<file path="src/rtl/shifter_pkg.sv">
// Shared shifter definitions: SHFT_OP codes, shift-type field, and the decoded
// operand-2 control bundle consumed by the barrel shifter.
package shifter_pkg;

  localparam int SHFT_DATA_W = 32;
  localparam int SHFT_NUM_W  = 8;

  localparam logic [2:0] SHFT_LSL     = 3'b000;
  localparam logic [2:0] SHFT_LSR     = 3'b001;
  localparam logic [2:0] SHFT_ASR     = 3'b010;
  localparam logic [2:0] SHFT_ROR     = 3'b011;
  localparam logic [2:0] SHFT_IMM_ROR = 3'b100;
  localparam logic [2:0] SHFT_RRX     = 3'b110;
  localparam logic [2:0] SHFT_PASS    = 3'b111;

  typedef enum logic [1:0] {
    SHIFT_TYPE_LSL = 2'b00,
    SHIFT_TYPE_LSR = 2'b01,
    SHIFT_TYPE_ASR = 2'b10,
    SHIFT_TYPE_ROR = 2'b11
  } shift_type_e;

  typedef struct packed {
    logic [2:0]             shft_op;
    logic [SHFT_DATA_W-1:0] shift_data;
    logic [SHFT_NUM_W-1:0]  shift_num;
    logic                   carry_flag;
    logic                   illegal;
  } shft_ctrl_t;

  function automatic logic [2:0] type_to_op(input shift_type_e t);
    case (t)
      SHIFT_TYPE_LSL: type_to_op = SHFT_LSL;
      SHIFT_TYPE_LSR: type_to_op = SHFT_LSR;
      SHIFT_TYPE_ASR: type_to_op = SHFT_ASR;
      default:        type_to_op = SHFT_ROR;
    endcase
  endfunction

endpackage

</file>
<file path="src/rtl/shifter_operand_stage_operand2_decode.sv">
// Combinational decode of an ARM data-processing operand-2 field plus Rm/Rs/C
// into the barrel shifter control bundle.
module operand2_decode
  import shifter_pkg::*;
#(
  parameter int DATA_W = 32,
  parameter int NUM_W  = 8
) (
  input  logic [31:0]       instr,
  input  logic [DATA_W-1:0] rm_data,
  input  logic [DATA_W-1:0] rs_data,
  input  logic              carry,
  output shft_ctrl_t        ctrl
);

  shift_type_e stype;
  logic [4:0]  imm5;
  logic        unused_bits;

  assign stype       = shift_type_e'(instr[6:5]);
  assign imm5        = instr[11:7];
  assign unused_bits = ^{instr[31:26], instr[24:12], rs_data[DATA_W-1:NUM_W]};

  always_comb begin
    ctrl            = '0;
    ctrl.carry_flag = carry;
    ctrl.shift_data = rm_data;
    if (instr[25]) begin
      ctrl.shft_op    = SHFT_IMM_ROR;
      ctrl.shift_data = {24'b0, instr[7:0]};
      ctrl.shift_num  = {3'b0, instr[11:8], 1'b0};
    end else if (!instr[4]) begin
      // Immediate shift: amount 0 re-encodes LSR/ASR #32, RRX and plain pass
      ctrl.shft_op   = type_to_op(stype);
      ctrl.shift_num = {3'b0, imm5};
      if (imm5 == 5'd0) begin
        case (stype)
          SHIFT_TYPE_LSL: ctrl.shft_op = SHFT_PASS;
          SHIFT_TYPE_LSR,
          SHIFT_TYPE_ASR: ctrl.shift_num = 8'd32;
          default: begin
            ctrl.shft_op   = SHFT_RRX;
            ctrl.shift_num = 8'd1;
          end
        endcase
      end
    end else if (instr[7]) begin
      ctrl.shft_op   = SHFT_PASS;
      ctrl.shift_num = '0;
      ctrl.illegal   = 1'b1;
    end else begin
      ctrl.shft_op   = type_to_op(stype);
      ctrl.shift_num = rs_data[NUM_W-1:0];
    end
  end

endmodule

</file>
<file path="src/rtl/shifter_operand_stage.sv">
// Operand-2 decode stage ahead of the barrel shifter: registered output with a
// 2-entry skid buffer and flush. Optional counters under SHIFTER_OPSTAGE_PERF_EN.
module shifter_operand_stage
  import shifter_pkg::*;
#(
  parameter int DATA_W = 32,
  parameter int NUM_W  = 8
) (
  input  logic              clk,
  input  logic              rst,
  input  logic              flush,
  input  logic              in_valid,
  output logic              in_ready,
  input  logic [31:0]       in_instr,
  input  logic [DATA_W-1:0] in_rm_data,
  input  logic [DATA_W-1:0] in_rs_data,
  input  logic              in_carry,
  output logic              out_valid,
  input  logic              out_ready,
  output logic [2:0]        SHFT_OP,
  output logic [DATA_W-1:0] Shift_Data,
  output logic [NUM_W-1:0]  Shift_Num,
  output logic              Carry_flag,
  output logic              out_illegal
`ifdef SHIFTER_OPSTAGE_PERF_EN
  ,
  output logic [15:0]       perf_issued,
  output logic [15:0]       perf_stall
`endif
);

  shft_ctrl_t dec_p0;
  shft_ctrl_t out_p1;
  shft_ctrl_t skid_p1;
  logic       vld_p1;
  logic       skid_vld_p1;
  logic       in_ready_q;
  logic       accept;
  logic       xfer;

  operand2_decode #(
    .DATA_W(DATA_W),
    .NUM_W (NUM_W)
  ) u_decode (
    .instr  (in_instr),
    .rm_data(in_rm_data),
    .rs_data(in_rs_data),
    .carry  (in_carry),
    .ctrl   (dec_p0)
  );

  assign accept = in_valid && in_ready_q;
  assign xfer   = vld_p1 && out_ready;

  // p0 -> p1: output register holds the oldest entry, skid holds the next one
  always_ff @(posedge clk or posedge rst) begin
    if (rst) begin
      vld_p1      <= 1'b0;
      skid_vld_p1 <= 1'b0;
      in_ready_q  <= 1'b1;
      out_p1      <= '0;
      skid_p1     <= '0;
    end else if (flush) begin
      vld_p1      <= 1'b0;
      skid_vld_p1 <= 1'b0;
      in_ready_q  <= 1'b1;
    end else if (!vld_p1 || xfer) begin
      // in_ready is low whenever the skid is occupied, so no accept here
      if (skid_vld_p1) begin
        out_p1      <= skid_p1;
        vld_p1      <= 1'b1;
        skid_vld_p1 <= 1'b0;
      end else begin
        vld_p1 <= accept;
        if (accept) out_p1 <= dec_p0;
      end
      in_ready_q <= 1'b1;
    end else if (accept) begin
      skid_p1     <= dec_p0;
      skid_vld_p1 <= 1'b1;
      in_ready_q  <= 1'b0;
    end
  end

  assign in_ready    = in_ready_q;
  assign out_valid   = vld_p1;
  assign SHFT_OP     = out_p1.shft_op;
  assign Shift_Data  = out_p1.shift_data;
  assign Shift_Num   = out_p1.shift_num;
  assign Carry_flag  = out_p1.carry_flag;
  assign out_illegal = out_p1.illegal;

`ifdef SHIFTER_OPSTAGE_PERF_EN
  function automatic logic [15:0] sat_inc(input logic [15:0] v, input logic en);
    if (en && v != 16'hFFFF) sat_inc = v + 16'd1;
    else                     sat_inc = v;
  endfunction

  // Counters survive flush; only reset clears them
  always_ff @(posedge clk or posedge rst) begin
    if (rst) begin
      perf_issued <= '0;
      perf_stall  <= '0;
    end else begin
      perf_issued <= sat_inc(perf_issued, xfer);
      perf_stall  <= sat_inc(perf_stall, vld_p1 && !out_ready);
    end
  end
`endif

endmodule

</file>
<file path="config.mk">
export PLATFORM = sky130hd
export DESIGN_NAME = shifter_operand_stage
export DESIGN_NICKNAME = d
export VERILOG_FILES = /design/src/rtl/shifter_pkg.sv /design/src/rtl/shifter_operand_stage_operand2_decode.sv /design/src/rtl/shifter_operand_stage.sv
export SDC_FILE = /design/constraint.sdc
export NUM_CORES = 1
export LEC_CHECK = 0
export ABC_AREA = 1
export CORE_ASPECT_RATIO = 0.5
export CORE_UTILIZATION = 45
export DETAILED_ROUTE_END_ITERATION = 7
export HOLD_SLACK_MARGIN = 0.08
export PLACE_DENSITY = 0.8
export REMOVE_ABC_BUFFERS = 1
export SKIP_CTS_REPAIR_TIMING = 1
export SLEW_MARGIN = 20
export SYNTH_ARGS = -nofsm -noshare
export SYNTH_HDL_FRONTEND = slang
export SYNTH_SLANG_ARGS = --single-unit
export TNS_END_PERCENT = 100
</file>
<file path="constraint.sdc">
create_clock -name clk -period 3.45 [get_ports clk]
set_input_delay 0.69 -clock clk [delete_from_list [all_inputs] [get_ports clk]]
set_output_delay 0.69 -clock clk [all_outputs]
set_load 0.05 [all_outputs]
</file>
Word-level counts from Yosys, hierarchy flattened
Cells that the tools add are included.
{ "totals": {"regBits": 93, "in_bits": 102, "out_inout_bits": 47, "word_cells": 55} }
{ "op_classes": {"n_mux": 26, "n_reduce_logical": 12, "eq_ne": 2, "n_bitwise": 2} }
{ "op_table": {"columns": ["cell", "n"], "rows": [
  ["$mux 45", 2],
  ["$mux 32", 1],
  ["$mux 8", 4],
  ["$mux 1", 12],
  ["$mux 3", 4],
  ["$pmux 6 s2", 1],
  ["$pmux 2 s3", 1],
  ["$pmux 3 s2", 1],
  ["$reduce_and 3->1", 2],
  ["$logic_not 5->1", 1],
  ["$reduce_bool 2->1", 2],
  ["$reduce_bool 3->1", 1],
  ["$eq 2x1->1 const B", 1],
  ["$eq 2x2->1 const B", 1],
  ["$logic_and 1x1->1", 2],
  ["$logic_not 2->1", 1],
  ["$not 1->1", 2],
  ["$reduce_or 2->1", 1],
  ["$logic_not 1->1", 1],
  ["$logic_or 1x1->1", 1]
]} }

Logic depth before layout (Yosys ltp)
{ "depth": {"ltp_word": 8, "ltp_mapped": 10, "mapped_depth_nobuf": 10} }

Modules after synthesis
Synthesis repeated with hierarchy kept, for this count alone.
{ "unflattened": {"cells_unflattened": 686, "hier_area_um2": 4971.0} }
{ "by_module_without_submodules": {"columns": ["mod", "area_each_um2", "instances", "cells_each"], "rows": [
  ["shifter_operand_stage", 4349.2, 1, 552],
  ["operand2_decode", 621.8, 1, 134]
]} }

Worst setup path after synthesis
Ideal clock, no wire load.
{ "synth_timing": {"path_kind": "input -> register", "from": "input in_instr[5]", "to": "register out_p1 (netlist bit Shift_Num[0])", "setup_ns": 0.066, "path_stages": 8, "slack_ns": 1.747, "n_path_buf": 0, "t_arrival_ns": 1.637, "path_cell_list": "inv_1 -> ha_1 -> or2_2 -> o21ai_1 -> nand2_1 -> nand2_1 -> nand2_1 -> nand2_1"} }
{ "synth_via": {"elab_chain_len": 8, "elab_cells_between_ends": 10} }
{ "synth_rtl": {"columns": ["element", "line", "rtl"], "rows": [
  ["start: declaration", "shifter_operand_stage.sv:14", "input logic [31:0] in_instr,"],
  ["$eq 2x1->1 or $eq 2x2->1 (tied branches)", "shifter_operand_stage_operand2_decode.sv:37", "case (stype)"],
  ["$reduce_or 2->1", "shifter_operand_stage_operand2_decode.sv:37", null],
  ["$pmux 6 s2 *", "shifter_operand_stage_operand2_decode.sv:37", null],
  ["$mux 8 *", "shifter_operand_stage_operand2_decode.sv:36", "if (imm5 == 5'd0) begin"],
  ["$mux 8 *", "shifter_operand_stage_operand2_decode.sv:32", "end else if (!instr[4]) begin"],
  ["$mux 8 *", "shifter_operand_stage_operand2_decode.sv:28", "if (instr[25]) begin"],
  ["$mux 45 *", "shifter_operand_stage.sv:75", "if (accept) out_p1 <= dec_p0;"],
  ["$mux 45 *", "shifter_operand_stage.sv:69", "if (skid_vld_p1) begin"],
  ["end signal: assignment", "shifter_operand_stage.sv:70", "out_p1 <= skid_p1;"],
  ["end signal: assignment", "shifter_operand_stage.sv:75", null],
  ["end: declaration", "shifter_operand_stage.sv:33", "shft_ctrl_t out_p1;"]
]} }
Every way passes the cells marked *; elsewhere a longest branch is shown, timed or not. The select of a mux whose other input is x is not followed.
A chain may end at the register's enable or synchronous reset.

Final worst setup path
{ "layout_timing": {"from": "register in_ready_q, in the netlist in_ready", "to": "output in_ready"} }
{ "layout_rtl": {"columns": ["element", "line", "rtl"], "rows": [
  ["start: declaration", "shifter_operand_stage.sv:37", "logic in_ready_q;"],
  ["start signal: assignment", "shifter_operand_stage.sv:60", "in_ready_q <= 1'b1;"],
  ["start signal: assignment", "shifter_operand_stage.sv:66", "in_ready_q <= 1'b1;"],
  ["start signal: assignment", "shifter_operand_stage.sv:77", "in_ready_q <= 1'b1;"],
  ["end: declaration", "shifter_operand_stage.sv:13", "output logic in_ready,"]
]} }
No word-level cell between the ends.

==> impl_metrics.tcl <==
set metrics [dict create \
    max_slew_margin_pct 32.5 \
    finClkSkew_ns 0.00717 \
    finalPower_mw 3.18 \
    antenna_found_initial 0 \
    die_width_um 141 \
    vdd_ir_drop_max_mv 0.334 \
    clockBufferDepth 2 \
    maxCapViolCount 0 \
    cts_tree "yes" \
    criticalPathCategory "flip-flop to output pin" \
    worst_pin_slew_ns 1.01 \
    synth_edf_count 0 \
    io_buffer_count 105 \
    synthArstFlopShare_pct 100 \
    grt_pass1_vias 3627 \
    wl_per_cell_um 12.8 \
    status "finished clean" \
    vias 3751 \
    cts_root_buf "clkbuf_16" \
    synth-simple-area-share_pct 22.4 \
    start_util_pct 48.3 \
    clock_latency_ns 0.33 \
    utilization_pct 63.2 \
    track_usage_pct 21.1 \
    rows 24 \
    diodes 0 \
    coreArea_mm2 0.00904 \
    nets 733 \
    synth_compound_area_share_pct 16.1 \
    ant_nets 0 \
    fmax_ghz 0.425 \
    instances_no_fill 761 \
    cpMaxStageDelayCell "clkdlybuf4s50_1" \
    final_cell_mix "193 x nand2_1, 105 x clkdlybuf4s50_1, 92 x dfrtp_1" \
    finalHoldViolations 0 \
    cp.arrival_ns 1.66 \
    period_share_pct 68.2 \
    hold_path_class "flip-flop to flip-flop" \
    finalSetupViolCount 0 \
    max_stage_delay_ns 0.80 \
    syn_area_mm2 0.00436 \
    cellPowerDensity_mw_per_mm2 557 \
    synth_fa_ha_area_share_pct 1.15 \
    clock-sinks 93 \
    post_drt_via_cell_ratio 4.93 \
    path_clk_slew_ns 0.07 \
    grt-ovfl-total 0 \
    path_delay_family "buffers and inverters" \
    dp_cells 746 \
    period_minus_slack_ns 2.35 \
    leakagePower_nw 2.70 \
    dp_hpwl_um 6580 \
    path_cells "clkdlybuf4s50_1" \
    wl_um 9700 \
    worst-path-max-fanout 3 \
    slew_viol_final 0 \
    yosysUniqueCellTypes 26 \
    area_delta_synth_final_pct 31.0 \
    final_layout_size_suffix_gt1_share_pct 6.02 \
    ys_seq_area_share_pct 53.4 \
    rsz0062_at_grt "false" \
    io_pins 149 \
    fp.dieArea_mm2 0.0101 \
    drt_pass1_iterations 4 \
    cp-start-kind "flip-flop" \
    synth.area.mux_share_pct 0 \
    finalSetupTns_ns 0 \
    end_kind "output pin" \
    synth_xor_area_share_pct 0 \
    crit_buf_inv 1 \
    postSynthAreaPerCell_um2 8.14 \
    die_h_um 71.6 \
    grt_max_degree 70 \
    ys.flop_type "dfrtp_1" \
    fillers 774 \
    gp_congestion 0.779 \
    htreeDepth 3 \
    critPathRequiredTime_ns 2.76 \
    final_common_cell "nand2_1" \
    drc_errors 0 \
    numCtsBuffers 9 \
    yosysWarnings 0 \
    synth_top_family_by_area "simple AND/OR/NAND/NOR gates" \
    synth-seq-cells 93 \
    drt_iter0_drc 222 \
    netlist_instances 536 \
    grt_pass1_wl_um 16900 \
]
cell usage after synthesis (2+ instances only):
| cell | count | area share [%] |
|---|---|---|
| o21ai_1 | 53 | 6.1 |
| clkbuf_1 | 10 | 0.86 |
| buf_2 | 11 | 1.3 |
| nor2_4 | 2 | 0.52 |
| inv_2 | 5 | 0.43 |
| inv_1 | 24 | 2.1 |
| nand2_2 | 2 | 0.29 |
| ha_1 | 4 | 1.1 |
| nand2_1 | 193 | 17 |
| nand3_1 | 12 | 1.4 |
| nor2_1 | 26 | 2.2 |
| o21ai_0 | 78 | 8.9 |
| buf_6 | 6 | 1.5 |
| dfrtp_1 | 92 | 53 |
| buf_4 | 4 | 0.69 |
| a31oi_1 | 4 | 0.57 |
final cells by class:
class | instances | area, µm² | share of cell area, %
clock buffer | 10 | 229 | 4.01
clock inverter | 5 | 52.6 | 0.919
inverter | 30 | 118 | 2.06
multi-input combinational | 382 | 1730 | 30.3
sequential | 93 | 2330 | 40.7
tap | 130 | 163 | 2.85
timing repair buffer | 111 | 1100 | 19.2
final timing paths:
path                            slack (ns)  cells after the start    startpoint      endpoint
worst max-delay path                  1.10                      1      in_ready      in_ready
worst min-delay path                  0.48                      2  Shift_Num[7]  Shift_Num[7]
worst max register to register        1.36                      3   skid_vld_p1    Carry_flag
worst min register to register        0.48                      2  Shift_Num[7]  Shift_Num[7]
max in group asynchronous             1.84                      3           rst   skid_p1[41]
min in group asynchronous             0.79                      2           rst    SHFT_OP[1]
flip-flops by register name, summed over array words and instances (netlist names):
name / count
skid_p1: 45
Shift_Data: 32
Shift_Num: 8
SHFT_OP: 3
Carry_flag: 1
in_ready: 1
out_illegal: 1
out_valid: 1
skid_vld_p1: 1
routing by layer:
layer	track usage (%)	share of wire [%]	vias to the layer above
met5	0	0	-
met4	6.28	0.90	0
met3	3.94	4.0	10
met2	36.7	47	93
met1	27.3	48	1733
li1	-	-	1915
stage by stage:
step | area [µm²] | setup WS (ns) | hold slack (ns)
2_1_floorplan | 4170 | 0.341 | 0.448
3_3_place_gp | 5430 | 0.937 | 0.461
3_5_place_dp | 5430 | 0.925 | 0.469
4_1_cts | 5720 | 1.08 | 0.484
5_1_grt | 5720 | 1.06 | 0.513
6_report | 5720 | 1.10 | 0.482
cells by family (layout without fill, tap and decap cells):
| family | count (synthesis) | in the layout |
|---|---|---|
| and+or+nand+nor | 241 | 241 |
| buffers and inverters | 61 | 156 |
| adders and majority gates | 4 | 4 |
| DFF | 93 | 93 |
| AOI/OAI and AO/OA | 137 | 137 |
power breakdown:
group          switching (mW)  internal [mW]  total [mW]
registers              0.0919           1.28        1.37
logic                   0.546          0.309       0.855
clock network           0.399          0.554       0.953
No activity file was read; power rests on OpenSTA's default activity.
==> RTL change (same settings) <==
The option `SHIFTER_OPSTAGE_PERF_EN` is turned on by a define.
--- a/src/rtl/shifter_operand_stage.sv
+++ b/src/rtl/shifter_operand_stage.sv
@@ -2,2 +2,4 @@
 // 2-entry skid buffer and flush. Optional counters under SHIFTER_OPSTAGE_PERF_EN.
+`define SHIFTER_OPSTAGE_PERF_EN
+
 module shifter_operand_stage
Formal check against the unedited RTL (old outputs only; new: perf_issued and perf_stall): equivalent (equiv_simple and equiv_induct, registers matched by name and starting in step).
==> RTL change against the original RTL <==
Design area is 44% higher. Worst setup slack got worse by 89 ps. Hold slack hardly changed. Highest routed layer unchanged. Largest cell class unchanged. Area after synthesis grew 43%. Critical path type unchanged. Total power rose by 66%. Critical path depth stayed put. Sequential cell count increased by 32. Wire length increased by 59%.
==> RTL change: results (changes against the original RTL) <==
* Status: completed (unchanged)
* Slew margin rel. at 37.0% (was 32.5%)
* Detailed router's first-iteration violation count at 385 (was 222)
* CLK BUF at 20 (was 10)
* Met1 wire length at 7.11 mm (was 4.62 mm)
* Largest net degree at the start of global routing at 68 (was 70)
* Met2 Use GR at 39.2% (was 36.7%)
* Top sig layer: met4 (unchanged)
* Total Nets Final at 1029 (was 733)
* Fill count at 1088 (was 774)
* Post-Synth XOR/XNOR Area at 3.36% (was 0%)
* Vias in the first global route at 5478 (was 3627)
* GRT met3 Usage at 3.54% (was 3.94%)
* First drt pass iteration count at 6 (was 4)
* Power per cell area at 639 nW/um^2 (was 557 nW/um^2)
* Pre-CTS setup slack at 782 ps (was 925 ps)
* Synth top area cells: dfrtp_1, nand2_1, o21ai_0, inv_1, nor2_1 (was dfrtp_1, nand2_1, o21ai_0, o21ai_1, nor2_1)
* FF/Latch Area at 3130 sq um (was 2330 sq um)
* Synthesized instance count at 792 (was 536)
* Final Skew at 12.2 ps (was 7.17 ps)
* Cell Count, Final, Fillers Out at 1103 (was 761)
* Routability Congestion at 0.864 (was 0.779)
* Crit Path Max Fanout at 3 (unchanged)
* Gr usage total at 23.2% (was 21.1%)
* Sink Count at 125 (was 93)
* Leak at 3.91 nW (was 2.70 nW)
* Multi-input gate area at 2670 sq um (was 1730 sq um)
* Synth unique cells at 35 (was 26)
* Mux cell area share after synthesis at 0% (unchanged)
* Commonest cells post-synth: nand2_1, dfrtp_1, o21ai_0, inv_1, nor2_1 (was nand2_1, dfrtp_1, o21ai_0, o21ai_1, nor2_1)
* Hpwl dp at 10.5 mm (was 6.58 mm)
* WL met3 at 611 um (was 388 um)
* Detailed-route wire length per cell at 14.0 um (was 12.8 um)
* Non-clk invs at 55 (was 30)
* Count of multi-input combinational gates at 577 (was 382)
* Dpl cell area at 7670 sq um (was 5430 sq um)
* Input/output buffers at 137 (was 105)
* Layout cell share with drive strength beyond 1 at 6.86% (was 6.02%)
* WP data arrival at 1750 ps (was 1660 ps)
* VDD IR max at 0.000407 V (was 0.000334 V)
* Non-clock buffer area fraction after layout at 17.5% (was 19.2%)
* Met2 routed WL at 7.52 mm (was 4.61 mm)
* Final clock-cell share at 7.08% (was 4.93%)
* Register area share after synthesis at 50.3% (was 53.4%)
* # H-tree levels at 4 (was 3)
* Met1 Use GR at 30.8% (was 27.3%)
* Std-Cell Rows at 29 (was 24)
* Non-CTS buffers at 145 (was 111)
* First-pass GRT wire length at 26.5 mm (was 16.9 mm)
* Total CTS buffers at 17 (was 9)
* Worst-Skew Late Latency at 410 ps (was 330 ps)
* Synthesized-area fraction occupied by adder cells at 1.21% (was 1.15%)
* Clock slew seen by the registers of the worst setup and hold paths at 50 ps (was 70 ps)
* Drt via density at 5.10 (was 4.93)
* Post-synthesis compound-gate area fraction at 12.1% (was 16.1%)
RTL change: cell count changes in the layout (fill, tap and decap cells not counted), sizes merged, moves of 6 or more:
cell / change
xnor2: +8
xor2: +15
dfrtp: +32
clkdlybuf4s50: +32
inv: +25
nand2: +115
nand3: +13
a21oi: +6
clkbuf: +10
nor2: +19
RTL change: final timing paths:
check / cells past startpoint / slack (ps) / to / startpoint
hold / removal: 2 / 480 / skid_p1[24] / skid_p1[24]
setup / recovery: 1 / 1010 / in_ready / in_ready
hold reg to reg: 2 / 480 / skid_p1[24] / skid_p1[24]
setup reg to reg: 7 / 1490 / Shift_Num[7] / in_ready
min in group asynchronous: 2 / 690 / perf_issued[11] / rst
max in group asynchronous: 3 / 1990 / in_ready / rst
RTL change: report_power, final:
group / total (mW) / internal, mW / switching [mW]
Sequential: 1.96 / 1.75 / 0.208
Clock: 1.77 / 1.11 / 0.657
Combinational: 1.55 / 0.528 / 1.02
Total: 5.28 / 3.39 / 1.89
